### src/rtl/fpmul_out_collector.sv
// Output collector for the pipelined FP multiplier: latency-matched valid pipe,
// result FIFO, saturating result counter and 32-bit MISR signature.
module fpmul_out_collector #(
   parameter int LATENCY = 4,
   parameter int DEPTH   = 8
) (
   input  logic        CLK,
   input  logic        RST,
   input  logic        CLR,
   input  logic        VIN,
   input  logic [31:0] FP_Z,
   input  logic        RD_EN,
   output logic [31:0] DOUT,
   output logic        DOUT_VLD,
   output logic        FULL,
   output logic        EMPTY,
   output logic        OVF,
   output logic [15:0] CNT,
   output logic [31:0] SIG
);
   localparam int AW = $clog2(DEPTH);
   localparam logic [AW:0] DEPTH_C = (AW+1)'(DEPTH);

   function automatic logic [31:0] misr_next(input logic [31:0] sig, input logic [31:0] din);
      misr_next = {sig[30:0], sig[31] ^ sig[21] ^ sig[1] ^ sig[0]} ^ din;
   endfunction

   logic [LATENCY-1:0] vpipe_q, vpipe_d;
   logic [LATENCY:0]   vshift_s;
   logic [AW-1:0]      wr_q, wr_d, rd_q, rd_d;
   logic [AW:0]        count_q, count_d;
   logic [31:0]        dout_q, dout_d;
   logic               dvld_q, dvld_d;
   logic               ovf_q, ovf_d;
   logic [15:0]        cnt_q, cnt_d;
   logic [31:0]        sig_q, sig_d;
   logic [31:0]        mem_q [DEPTH];
   logic               cap_s, pop_s, push_s, full_s, empty_s;

   assign full_s   = (count_q == DEPTH_C);
   assign empty_s  = (count_q == '0);
   assign cap_s    = vpipe_q[LATENCY-1];
   // Empty FIFO never pops, so a concurrent push is stored, not bypassed.
   assign pop_s    = RD_EN & ~empty_s & ~CLR;
   assign push_s   = cap_s & (~full_s | pop_s) & ~CLR;
   assign vshift_s = {vpipe_q, VIN};

   always_comb begin
      vpipe_d = vshift_s[LATENCY-1:0];
      wr_d    = wr_q;
      rd_d    = rd_q;
      count_d = count_q;
      dout_d  = dout_q;
      dvld_d  = 1'b0;
      ovf_d   = ovf_q;
      cnt_d   = cnt_q;
      sig_d   = sig_q;
      if (CLR) begin
         vpipe_d = '0;
         wr_d    = '0;
         rd_d    = '0;
         count_d = '0;
         dout_d  = 32'h0000_0000;
         ovf_d   = 1'b0;
         cnt_d   = 16'h0000;
         sig_d   = 32'h0000_0000;
      end else begin
         if (pop_s) begin
            dout_d = mem_q[rd_q];
            dvld_d = 1'b1;
            rd_d   = rd_q + 1'b1;
         end else begin
            dout_d = dout_q;
         end
         if (push_s) begin
            wr_d = wr_q + 1'b1;
         end else begin
            wr_d = wr_q;
         end
         case ({push_s, pop_s})
            2'b10:   count_d = count_q + 1'b1;
            2'b01:   count_d = count_q - 1'b1;
            default: count_d = count_q;
         endcase
         // Dropped words still advance CNT and SIG so the signature covers every result.
         if (cap_s) begin
            ovf_d = ovf_q | ~push_s;
            cnt_d = (cnt_q == 16'hFFFF) ? cnt_q : cnt_q + 16'h0001;
            sig_d = misr_next(sig_q, FP_Z);
         end else begin
            ovf_d = ovf_q;
         end
      end
   end

   always_ff @(posedge CLK or posedge RST) begin
      if (RST) begin
         vpipe_q <= '0;
         wr_q    <= '0;
         rd_q    <= '0;
         count_q <= '0;
         dout_q  <= 32'h0000_0000;
         dvld_q  <= 1'b0;
         ovf_q   <= 1'b0;
         cnt_q   <= 16'h0000;
         sig_q   <= 32'h0000_0000;
      end else begin
         vpipe_q <= vpipe_d;
         wr_q    <= wr_d;
         rd_q    <= rd_d;
         count_q <= count_d;
         dout_q  <= dout_d;
         dvld_q  <= dvld_d;
         ovf_q   <= ovf_d;
         cnt_q   <= cnt_d;
         sig_q   <= sig_d;
      end
   end

   // Storage array needs no reset; occupancy gates every read.
   always_ff @(posedge CLK) begin
      if (push_s) begin
         mem_q[wr_q] <= FP_Z;
      end
   end

   assign DOUT     = dout_q;
   assign DOUT_VLD = dvld_q;
   assign FULL     = full_s;
   assign EMPTY    = empty_s;
   assign OVF      = ovf_q;
   assign CNT      = cnt_q;
   assign SIG      = sig_q;
endmodule
### config.mk
export PLATFORM = sky130hd
export DESIGN_NAME = fpmul_out_collector
export DESIGN_NICKNAME = d
export VERILOG_FILES = /design/src/rtl/fpmul_out_collector.sv
export SDC_FILE = /design/constraint.sdc
export NUM_CORES = 1
export LEC_CHECK = 0
export CAP_MARGIN = 20
export CORE_AREA = 2 2 205 207
export DETAILED_ROUTE_END_ITERATION = 8
export DIE_AREA = 0 0 207 209
export HOLD_SLACK_MARGIN = 0.05
export SETUP_SLACK_MARGIN = 0.3
export SLEW_MARGIN = 25
export SYNTH_ARGS = -nofsm -noshare
export SYNTH_HDL_FRONTEND = slang
export SYNTH_SLANG_ARGS = --single-unit
### constraint.sdc
create_clock -name CLK -period 5.1 [get_ports CLK]
set_input_delay 0.765 -clock CLK [delete_from_list [all_inputs] [get_ports CLK]]
set_output_delay 0.765 -clock CLK [all_outputs]
set_load 0.03 [all_outputs]
==> impl_metrics.tcl <==
set metrics [dict create \
    postLayoutCoreUtil_pct 41.8 \
    setup_tns_ns 0 \
    cap_violations 0 \
    slew_viol_final 0 \
    seq_power_share_pct 49.8 \
    drtIter0Drc 527 \
    fin_crit_ns 3.32 \
    powerDensity_nw_per_um2 368 \
    cts_sinks 352 \
    routabilityCongestion 0.732 \
    cp-end-kind "flip-flop" \
    path_clk_slew_ns 0.06 \
    num_vias 7540 \
    peakVddDrop_mv 0.218 \
    antenna_left 0 \
    die_y_um 209 \
    synth_top_area_share_pct 54.4 \
    worst_pin_slew_ns 1.02 \
    internal_power_mw 4.96 \
    drive_gt1_share_pct 17.3 \
    hold_viol 0 \
    nNetsFinal 986 \
    rsz0062_at_grt "no" \
    synth-edff-count 256 \
    yosysTopAreaCell "edfxtp_1" \
    syn_nets 860 \
    cts_tree "yes" \
    syn_avg_cell_area_um2 17.3 \
    diodes 0 \
    final_common_cell "edfxtp_1" \
    outcome "finished clean" \
    setup_viol 0 \
    slew_headroom_pct 32.2 \
    yosys_warnings 0 \
    grt_max_degree 83 \
    place_hpwl_um 18300 \
    total_leakage_power_nw 5.66 \
    antenna_found_initial 0 \
    area_growth_pct 22.1 \
    post_cts_buffers 0 \
    synth_area_leaders "edfxtp_1 (54%), dfrtp_1 (17%), mux4_2 (10%), a211oi_1 (3.5%), mux2i_1 (2.5%)" \
    comb_power_share_pct 7.0 \
    cp_max_fo 82 \
    crit_type "flip-flop to flip-flop" \
    synth_top_flop_cell "edfxtp_1" \
    ys_seq_area_share_pct 71.3 \
    grt_use_total_pct 13.9 \
    die_x_um 207 \
    min_path_type "flip-flop to flip-flop" \
    cp.arrival_ns 3.53 \
    p_sw_share_pct 21.9 \
    pwr-share-clk_pct 43.1 \
    grt-ovfl-total 0 \
    worst_clock_skew_ns 0.00998 \
    fin_crit_sh_pct 65.0 \
    drc 0 \
    cp_cell_sequence "o21ai_1 > or3b_2 > nor2_4 > buf_4" \
    worst_path_largest_cell_delay_ns 1.00 \
    ys_ff_latch 352 \
    critPathRequiredTime_ns 5.31 \
    initial_core_util_pct 34.3 \
    ff2ff_setup_slack_ns 1.78 \
    fp.dieArea_um2 43300 \
    portBuffers 120 \
    fmax_mhz 302 \
    slowest_stage "dfrtp_4" \
    synth_cells 817 \
    h-tree-depth 2 \
    io_pins 121 \
    grt_pass1_wl_um 46800 \
    drt_wl_total_um 29700 \
    cts_hold_buffers 0 \
    dr.pass1.iters 5 \
    ys_types 46 \
    core_area_um2 41300 \
    ys_async_sr_fraction_pct 27.3 \
    drt-wirelength-per-cell_um 19.6 \
    row_count 75 \
    cts_made_buffers 38 \
    synth_area_um2 14100 \
    holdWs_ns 0.465 \
    mostFrequentLayoutCells "edfxtp_1 (256), clkdlybuf4s50_1 (119), dfrtp_1 (92)" \
    worst_setup_path_start_kind "flip-flop" \
    cts-root-buf "clkbuf_16" \
    ctsResizeCount 0 \
    clk-insertion-delay-late_ns 0.52 \
    via_per_inst 4.99 \
    first_global_vias 7742 \
    clock_path_buffers 3 \
    switchingPower_mw 1.39 \
]
logic make-up after synthesis:
family,count (synthesis),share of synthesized area [%]
buffers and inverters,55,1.95
muxes,107,13.3
and+or+nand+nor,157,5.33
DFF,352,71.3
adders and majority gates,6,0.584
xor gates and xnor gates,39,2.42
AOI/OAI and AO/OA,101,5.09
area by class of cell:
class	count	area (um2)
Timing Repair Buffer	136	1380
Inverter	5	21.3
Sequential cell	352	10100
Clock inverter	19	170
Tap cell	539	674
Fill cell	3733	24000
Clock buffer	51	1080
Multi-Input combinational cell	410	3830
worst max-delay path, delay by kind of cell (launching register included):
kind / cells / cell delay (ns)
AOI/OAI and AO/OA: 1 / 0.33
and+or+nand+nor: 2 / 1.29
buffers and inverters: 1 / 0.36
DFF: 1 / 1.00
state kept, by name (all words and copies together) (netlist names):
register  cells
mem_q       256
rd_q          3
CNT          16
count_q       4
wr_q          3
DOUT         32
SIG          32
vpipe_q       4
DOUT_VLD      1
OVF           1
power by group through the flow:
stage          clock network, mW  registers [mW]  logic (mW)
6_report                    2.74            3.16       0.446
5_1_grt                     2.92            3.17       0.489
4_1_cts                     2.82            3.17       0.455
3_5_place_dp                   0            3.22       0.454
3_3_place_gp                   0            3.22       0.450
2_1_floorplan                  0            3.26       0.237
metrics by stage:
| step | setup WS (ns) | instances | area [um2] | power, mW |
|---|---|---|---|---|
| floorplan | 0.923 | 817 | 14100 | 3.49 |
| global placement | 1.42 | 1439 | 15900 | 3.67 |
| detailed placement | 1.42 | 1442 | 16000 | 3.68 |
| CTS | 1.69 | 1512 | 17300 | 6.44 |
| global route | 1.54 | 1512 | 17300 | 6.58 |
| finish | 1.78 | 1512 | 17300 | 6.35 |
synth_stat cells, drive strengths merged, types with 3 or more instances:
library cell  instances
a21oi                17
nor2b                13
or3                   7
nor3                  8
xor2                  3
mux2                  8
nand2                11
nand3                 7
inv                   5
a31oi                 3
edfxtp              256
nand4                 4
dfrtp                96
clkbuf               16
and2                  3
nor2                 85
ha                    5
nand2b                8
o31ai                 4
mux4                 64
mux2i                35
o21ai                 4
xnor2                36
and4                  5
a211oi               65
buf                  34
layer usage:
layer | global-route usage [%] | part of all wire (%) | up-vias
met3 | 2.52 | 4.1 | 40
met1 | 19.5 | 46 | 3903
met5 | 0 | 0 | -
met2 | 22.3 | 48 | 157
li1 | - | - | 3440
met4 | 3.69 | 1.8 | 0
path summary, 6_finish.rpt:
kind,start,cells past startpoint,endpoint
max reg2reg,vpipe_q[3],4,mem_q[3][11]
min reg2reg,vpipe_q[1],1,vpipe_q[2]
min in group asynchronous,RST,2,vpipe_q[0]
min,vpipe_q[1],1,vpipe_q[2]
max in group asynchronous,RST,3,DOUT[14]
max,vpipe_q[3],4,mem_q[3][11]
Power figures use the tool's default switching activity.
